`src/rtl/lidar_pkg.sv`:
```
`default_nettype none
// ============================================================================
// Module   : lidar_pkg
// Brief    : Shared point type and stream FSM encoding for the LiDAR path.
// Revision : 1.0 - initial release
// ============================================================================
package lidar_pkg;

    localparam int COORD_W = 8;

    typedef struct packed {
        logic [COORD_W-1:0] x;
        logic [COORD_W-1:0] y;
        logic [COORD_W-1:0] z;
    } point_t;

    typedef enum logic [1:0] {
        IDLE = 2'd0,
        SEND = 2'd1,
        WAIT = 2'd2,
        FIN  = 2'd3
    } tx_state_t;

endpackage : lidar_pkg
`default_nettype wire

```
`src/rtl/point_buf.sv`:
```
`default_nettype none
// ============================================================================
// Module   : point_buf
// Brief    : DEPTH x 24-bit point register array, one write port and one
//            combinational read port.
// Revision : 1.0 - initial release
// ============================================================================
module point_buf
    import lidar_pkg::*;
#(
    parameter int DEPTH = 64,
    parameter int AW    = 6
) (
    input  logic          clk,
    input  logic          i_wr_en,
    input  logic [AW-1:0] i_wr_addr,
    input  point_t        i_wr_data,
    input  logic [AW-1:0] i_rd_addr,
    output point_t        o_rd_data
);

    // Contents need no reset: the owner's fill count gates what is readable.
    point_t r_mem [DEPTH];

    always_ff @(posedge clk) begin
        if (i_wr_en) begin
            r_mem[i_wr_addr] <= i_wr_data;
        end
    end

    assign o_rd_data = r_mem[i_rd_addr];

endmodule : point_buf
`default_nettype wire

```
`src/rtl/point_stream_tx.sv`:
```
`default_nettype none
// ============================================================================
// Module   : point_stream_tx
// Brief    : Buffers host-loaded points and replays them on a valid/last
//            stream with an optional fixed inter-beat gap.
// Revision : 1.0 - initial release
// ============================================================================
module point_stream_tx
    import lidar_pkg::*;
#(
    parameter int DEPTH = 64,
    parameter int AW    = 6,
    parameter int GAP   = 0
) (
    input  logic               clk,
    input  logic               rst_n,
    input  logic               wr_en,
    input  logic [COORD_W-1:0] wr_x,
    input  logic [COORD_W-1:0] wr_y,
    input  logic [COORD_W-1:0] wr_z,
    input  logic               clear,
    input  logic               start,
    output logic [COORD_W-1:0] x,
    output logic [COORD_W-1:0] y,
    output logic [COORD_W-1:0] z,
    output logic               valid,
    output logic               last,
    output logic               busy,
    output logic               done,
    output logic [AW:0]        count,
    output logic               ovf
);

    localparam logic [3:0]  c_gap_reload = (GAP > 0) ? 4'(GAP - 1) : 4'd0;
    localparam logic [AW:0] c_cnt_one    = (AW + 1)'(1);

    tx_state_t   r_state, w_state_nxt;
    logic [AW:0] r_rd_ptr, w_rd_ptr_nxt;
    logic [3:0]  r_gap_cnt, w_gap_nxt;
    point_t      r_pt, w_pt_nxt;
    logic        r_valid, w_valid_nxt;
    logic        r_last, w_last_nxt;
    logic        r_busy, w_busy_nxt;
    logic        r_done, w_done_nxt;
    logic [AW:0] r_count;
    logic        r_ovf;

    logic        w_full, w_clear_ok, w_start_ok, w_wr_ok, w_ovf_set;
    logic        w_first, w_beat;
    logic [AW:0] w_ptr;
    point_t      w_wr_pt, w_rd_pt;

    assign w_full     = r_count[AW];
    assign w_clear_ok = clear & ~r_busy;
    assign w_start_ok = start & (r_state == IDLE) & ~w_clear_ok;
    assign w_wr_ok    = wr_en & ~r_busy & ~w_full & ~clear & ~w_start_ok;
    assign w_ovf_set  = wr_en & ~r_busy & w_full & ~clear;

    // The first beat is issued straight out of IDLE so it appears the cycle
    // after start; later beats come from SEND with the live read pointer.
    assign w_first = w_start_ok & (r_count != '0);
    assign w_beat  = w_first | (r_state == SEND);
    assign w_ptr   = w_first ? '0 : r_rd_ptr;
    assign w_wr_pt = '{x: wr_x, y: wr_y, z: wr_z};

    point_buf #(
        .DEPTH (DEPTH),
        .AW    (AW)
    ) u_buf (
        .clk       (clk),
        .i_wr_en   (w_wr_ok),
        .i_wr_addr (r_count[AW-1:0]),
        .i_wr_data (w_wr_pt),
        .i_rd_addr (w_ptr[AW-1:0]),
        .o_rd_data (w_rd_pt)
    );

    always_ff @(posedge clk or negedge rst_n) begin
        if (!rst_n) begin
            r_state   <= IDLE;
            r_rd_ptr  <= '0;
            r_gap_cnt <= '0;
            r_pt      <= '0;
            r_valid   <= 1'b0;
            r_last    <= 1'b0;
            r_busy    <= 1'b0;
            r_done    <= 1'b0;
            r_count   <= '0;
            r_ovf     <= 1'b0;
        end else begin
            r_state   <= w_state_nxt;
            r_rd_ptr  <= w_rd_ptr_nxt;
            r_gap_cnt <= w_gap_nxt;
            r_pt      <= w_pt_nxt;
            r_valid   <= w_valid_nxt;
            r_last    <= w_last_nxt;
            r_busy    <= w_busy_nxt;
            r_done    <= w_done_nxt;
            if (w_clear_ok) begin
                r_count <= '0;
                r_ovf   <= 1'b0;
            end else begin
                if (w_wr_ok) begin
                    r_count <= r_count + c_cnt_one;
                end
                if (w_ovf_set) begin
                    r_ovf <= 1'b1;
                end
            end
        end
    end

    always_comb begin
        w_state_nxt  = r_state;
        w_rd_ptr_nxt = r_rd_ptr;
        w_gap_nxt    = r_gap_cnt;
        w_pt_nxt     = r_pt;
        w_valid_nxt  = 1'b0;
        w_last_nxt   = 1'b0;
        w_busy_nxt   = r_busy;
        w_done_nxt   = r_done;

        case (r_state)
            IDLE: begin
                if (w_start_ok) begin
                    w_done_nxt = 1'b0;
                    if (w_first) begin
                        w_busy_nxt = 1'b1;
                    end else begin
                        w_state_nxt = FIN;
                    end
                end
            end
            WAIT: begin
                if (r_gap_cnt == 4'd0) begin
                    w_state_nxt = SEND;
                end else begin
                    w_gap_nxt = r_gap_cnt - 4'd1;
                end
            end
            FIN: begin
                w_busy_nxt  = 1'b0;
                w_done_nxt  = 1'b1;
                w_state_nxt = IDLE;
            end
            default: ;
        endcase

        if (w_beat) begin
            w_pt_nxt     = w_rd_pt;
            w_valid_nxt  = 1'b1;
            w_last_nxt   = (w_ptr == r_count - c_cnt_one);
            w_rd_ptr_nxt = w_ptr + c_cnt_one;
            if (w_last_nxt) begin
                w_state_nxt = FIN;
            end else if (GAP > 0) begin
                w_state_nxt = WAIT;
                w_gap_nxt   = c_gap_reload;
            end else begin
                w_state_nxt = SEND;
            end
        end

        if (w_clear_ok) begin
            w_done_nxt = 1'b0;
        end
    end

    assign x     = r_pt.x;
    assign y     = r_pt.y;
    assign z     = r_pt.z;
    assign valid = r_valid;
    assign last  = r_last;
    assign busy  = r_busy;
    assign done  = r_done;
    assign count = r_count;
    assign ovf   = r_ovf;

endmodule : point_stream_tx
`default_nettype wire

```
`config.mk`:
```
export PLATFORM = sky130hd
export DESIGN_NAME = point_stream_tx
export DESIGN_NICKNAME = d
export VERILOG_FILES = /design/src/rtl/lidar_pkg.sv /design/src/rtl/point_buf.sv /design/src/rtl/point_stream_tx.sv
export SDC_FILE = /design/constraint.sdc
export NUM_CORES = 2
export LEC_CHECK = 0
export ABC_CLOCK_PERIOD_IN_PS = 4800
export CORE_MARGIN = 2
export CORE_UTILIZATION = 45
export DETAILED_ROUTE_END_ITERATION = 16
export SETUP_SLACK_MARGIN = 0.3
export SYNTH_ARGS = -nofsm -noshare
export SYNTH_HDL_FRONTEND = slang
export SYNTH_HIERARCHICAL = 1
export SYNTH_SLANG_ARGS = --single-unit
```
`constraint.sdc`:
```
create_clock -name clk -period 4.8 [get_ports clk]
set_input_delay 0.96 -clock clk [delete_from_list [all_inputs] [get_ports clk]]
set_output_delay 0.96 -clock clk [all_outputs]
set_load 0.01 [all_outputs]
```
==> results.sh <==
export IMPL_synth_area_leaders="edfxtp_1, mux4_2, dfrtp_1, mux2i_1, mux2_2"
export IMPL_h_tree_depth=4
export IMPL_final_util_pct=51.98
export IMPL_fin_nets=3105
export IMPL_pwr_share_seq_pct=39.0
export IMPL_hold_viol=0
export IMPL_p_int_mw=27.96
export IMPL_synth_fp_nets=2828
export IMPL_final_cells=4987
export IMPL_start_kind="flop"
export IMPL_period_needed_ns=4.196
export IMPL_yosysTopAreaCellShare_pct=75.40
export IMPL_final_cell_area_um2=70240
export IMPL_drt_met1_wl_um=63450
export IMPL_rsz0062_at_grt="false"
export IMPL_dp_hpwl_um=96210
export IMPL_root_buffer="clkbuf_16"
export IMPL_clock_latency_ns=0.79
export IMPL_yosysMostFrequentCell="edfxtp_1"
export IMPL_clk_path_buf_depth=3
export IMPL_p_per_area_nw_per_um2=573.2
export IMPL_synthTopCellsByCount="edfxtp_1, mux4_2, nor2_1"
export IMPL_fp_dieW_um=372.7
export IMPL_hold_class="input port to asynchronous set/reset pin"
export IMPL_io_buffers=64
export IMPL_cts_buffers=161
export IMPL_cts_hold_fix_buffers=0
export IMPL_cellLeakagePower_nw=22.30
export IMPL_cp_required_ns=5.48
export IMPL_syn_inst=2794
export IMPL_maxSlewViolCount=0
export IMPL_power_frac_comb_pct=31.2
export IMPL_endpoint_kind="flop"
export IMPL_power_total_mw=40.26
export IMPL_setup_viol=0
export IMPL_grt_pass1_vias=30730
export IMPL_postRouteAntennaNets=0
export IMPL_reg2reg_slack_ns=0.60
export IMPL_seq_area_frac_synth_pct=77.41
export IMPL_ys_async_sr_fraction_pct=3.091
export IMPL_wirelength_um=154900
export IMPL_worst_slew_pin_slew_ns=1.232
export IMPL_tns_ns=0
export IMPL_via_count=30220
export IMPL_ys_ff_latch=1585
export IMPL_worst_endpoint_arrival_ns=4.87
export IMPL_place_ws_ns=-0.3376
export IMPL_drv_cap=0
export IMPL_antenna_found_initial=7
export IMPL_first_pass_iters=5
export IMPL_clkPwrFrac_pct=29.7
export IMPL_place_inst=4689
export IMPL_setup_ws_ns=0.6041
export IMPL_synth_top_flop_cell="edfxtp_1"
export IMPL_placed_cell_area_um2=65190
export IMPL_reg2reg_from="count[3]$_DFFE_PN0P_"
export IMPL_area_growth_pct=14.83
export IMPL_first_iter_violations=3153
export IMPL_synth_area_um2=61170
export IMPL_ioPinCount=65
export IMPL_dieArea_um2=138900
export IMPL_yosys_area_top_type="edfxtp_1"
export IMPL_overflow=0
export IMPL_p_sw_mw=12.30
export IMPL_r2r_end="z[2]$_DFFE_PN0P_"
export IMPL_fmax_mhz=238.3
export IMPL_crit_type="flop to flop"
export IMPL_slew_headroom_pct=17.88
export IMPL_post_drt_wl_per_cell_um=31.06
export IMPL_synth_avg_cell_area_um2=21.89
export IMPL_dr_max_layer_used="met5"
export IMPL_initial_core_util_pct=45.27
export IMPL_coreArea_um2=135100
export IMPL_switching_share_pct=30.55
export IMPL_grt_max_degree=86
export IMPL_hold_ws_ns=0.3267
export IMPL_cts_tree="built"
export IMPL_die_y_um=372.7
export IMPL_grtUsageTotal_pct=22.41
export IMPL_post_route_period_util_pct=87.41
export IMPL_yosysWarnings=6
export IMPL_peakVddDrop_mv=0.4162
export IMPL_finClkSkew_ns=0.02324
export IMPL_cts_sinks=1585
export IMPL_wl_met3_um=12520
export IMPL_reg2reg_depth=11
export IMPL_synth_edf_count=1536
export IMPL_ys_types=58
export IMPL_status="finished clean"
export IMPL_routed_wl_met2_um=74620
export IMPL_rows=135
export IMPL_critical_path_max_fanout=28
export IMPL_clk_transition_reported_paths_ns=0.06
export IMPL_vias_per_cell=6.059
export IMPL_grt_pass1_wl_um=222500
export IMPL_drive_above_1_share_pct=29.79
export IMPL_drc=0
export IMPL_gp_congestion=0.8290
registers in the layout, indices dropped and copies added, names as in the netlist, 2 cells and up:
| register | flops |
|---|---|
| count | 7 |
| u_buf/r_mem | 1536 |
| z | 8 |
| y | 8 |
| r_gap_cnt | 4 |
| r_state | 2 |
| r_rd_ptr | 7 |
| x | 8 |
how the worst max path moves through the flow:
stage | end | from | slack (ns)
5_1_grt | z[2]$_DFFE_PN0P_ | count[3]$_DFFE_PN0P_ | 0.39
2_1_floorplan | u_buf/r_mem[62][0]$_DFFE_PP_ | start | 0.78
4_1_cts | z[2]$_DFFE_PN0P_ | count[3]$_DFFE_PN0P_ | 0.36
6_report | z[2]$_DFFE_PN0P_ | count[3]$_DFFE_PN0P_ | 0.60
3_3_place_gp | z[4]$_DFFE_PN0P_ | start | -0.34
3_5_place_dp | z[4]$_DFFE_PN0P_ | start | -0.34
cells in the final DEF (no fill, tap or decap), types with 49 or more instances in the layout:
| master | netlist | routed |
|---|---|---|
| mux2_2 | 78 | 78 |
| nand2_1 | 49 | 49 |
| buf_4 | 31 | 170 |
| mux4_2 | 355 | 355 |
| edfxtp_1 | 1536 | 1536 |
| clkbuf_1 | 45 | 52 |
| o22ai_1 | 53 | 53 |
| dfrtp_1 | 49 | 49 |
| mux2i_1 | 96 | 96 |
| nor2_2 | 0 | 62 |
| clkbuf_16 | 0 | 166 |
| a221oi_1 | 53 | 52 |
power groups by stage:
stage               sequential, mW  clock [mW]  combinational, mW
global placement              16.0           0               12.6
CTS                           15.7        12.2               12.7
finish                        15.7        12.0               12.6
floorplan                     15.9           0               7.85
detailed placement            16.0           0               12.7
global route                  15.7        12.7               13.2
cells by family (layout without fill, tap and decap cells):
group,Yosys count,in the layout,share of synthesized area [%]
AO/OA/AOI/OAI,232,232,2.653
XOR/XNOR,17,17,0.2434
adder cells (fa/ha/maj),5,5,0.1023
buffers and inverters,160,568,1.395
flip-flops,1585,1585,77.41
multiplexers,529,529,16.08
other,0,4,0
AND/OR/NAND/NOR,266,266,2.121
worst max-delay path, stage by stage, from the launching register on:
cell and delay [ns]:
dfrtp_1 0.38, nor4_2 0.46, a311o_1 0.29, and2_4 0.41
buf_12 0.33, buf_12 0.25, buf_12 0.18, mux4_2 0.49
mux2i_1 0.47, a221oi_1 0.28, o21a_1 0.22, mux2_2 0.25
metal layers:
layer / GRT usage [%] / vias to the layer above
met1: 31.72 / 16260
met4: 6.934 / 2
met2: 35.58 / 1368
met5: 0 / -
li1: - / 12370
met3: 4.180 / 224
cell type report:
class,instances,area (µm²)
inverters,9,33.78
diodes,4,10.01
repair buffers,265,2412
flip-flops and latches,1585,47350
clock buffers,226,4459
well taps,1781,2228
multi-input cells,1049,13180
fillers,10450,64890
clock inverters,68,573.1
repair_timing:
item | CTS | global route
endpoints found under the hold margin | 0 | 0
gates resized for setup | 1 | 1
buffers inserted | 0 | 0
endpoints found under the setup margin | 1 | 6
(Power assumes the default switching activity.)
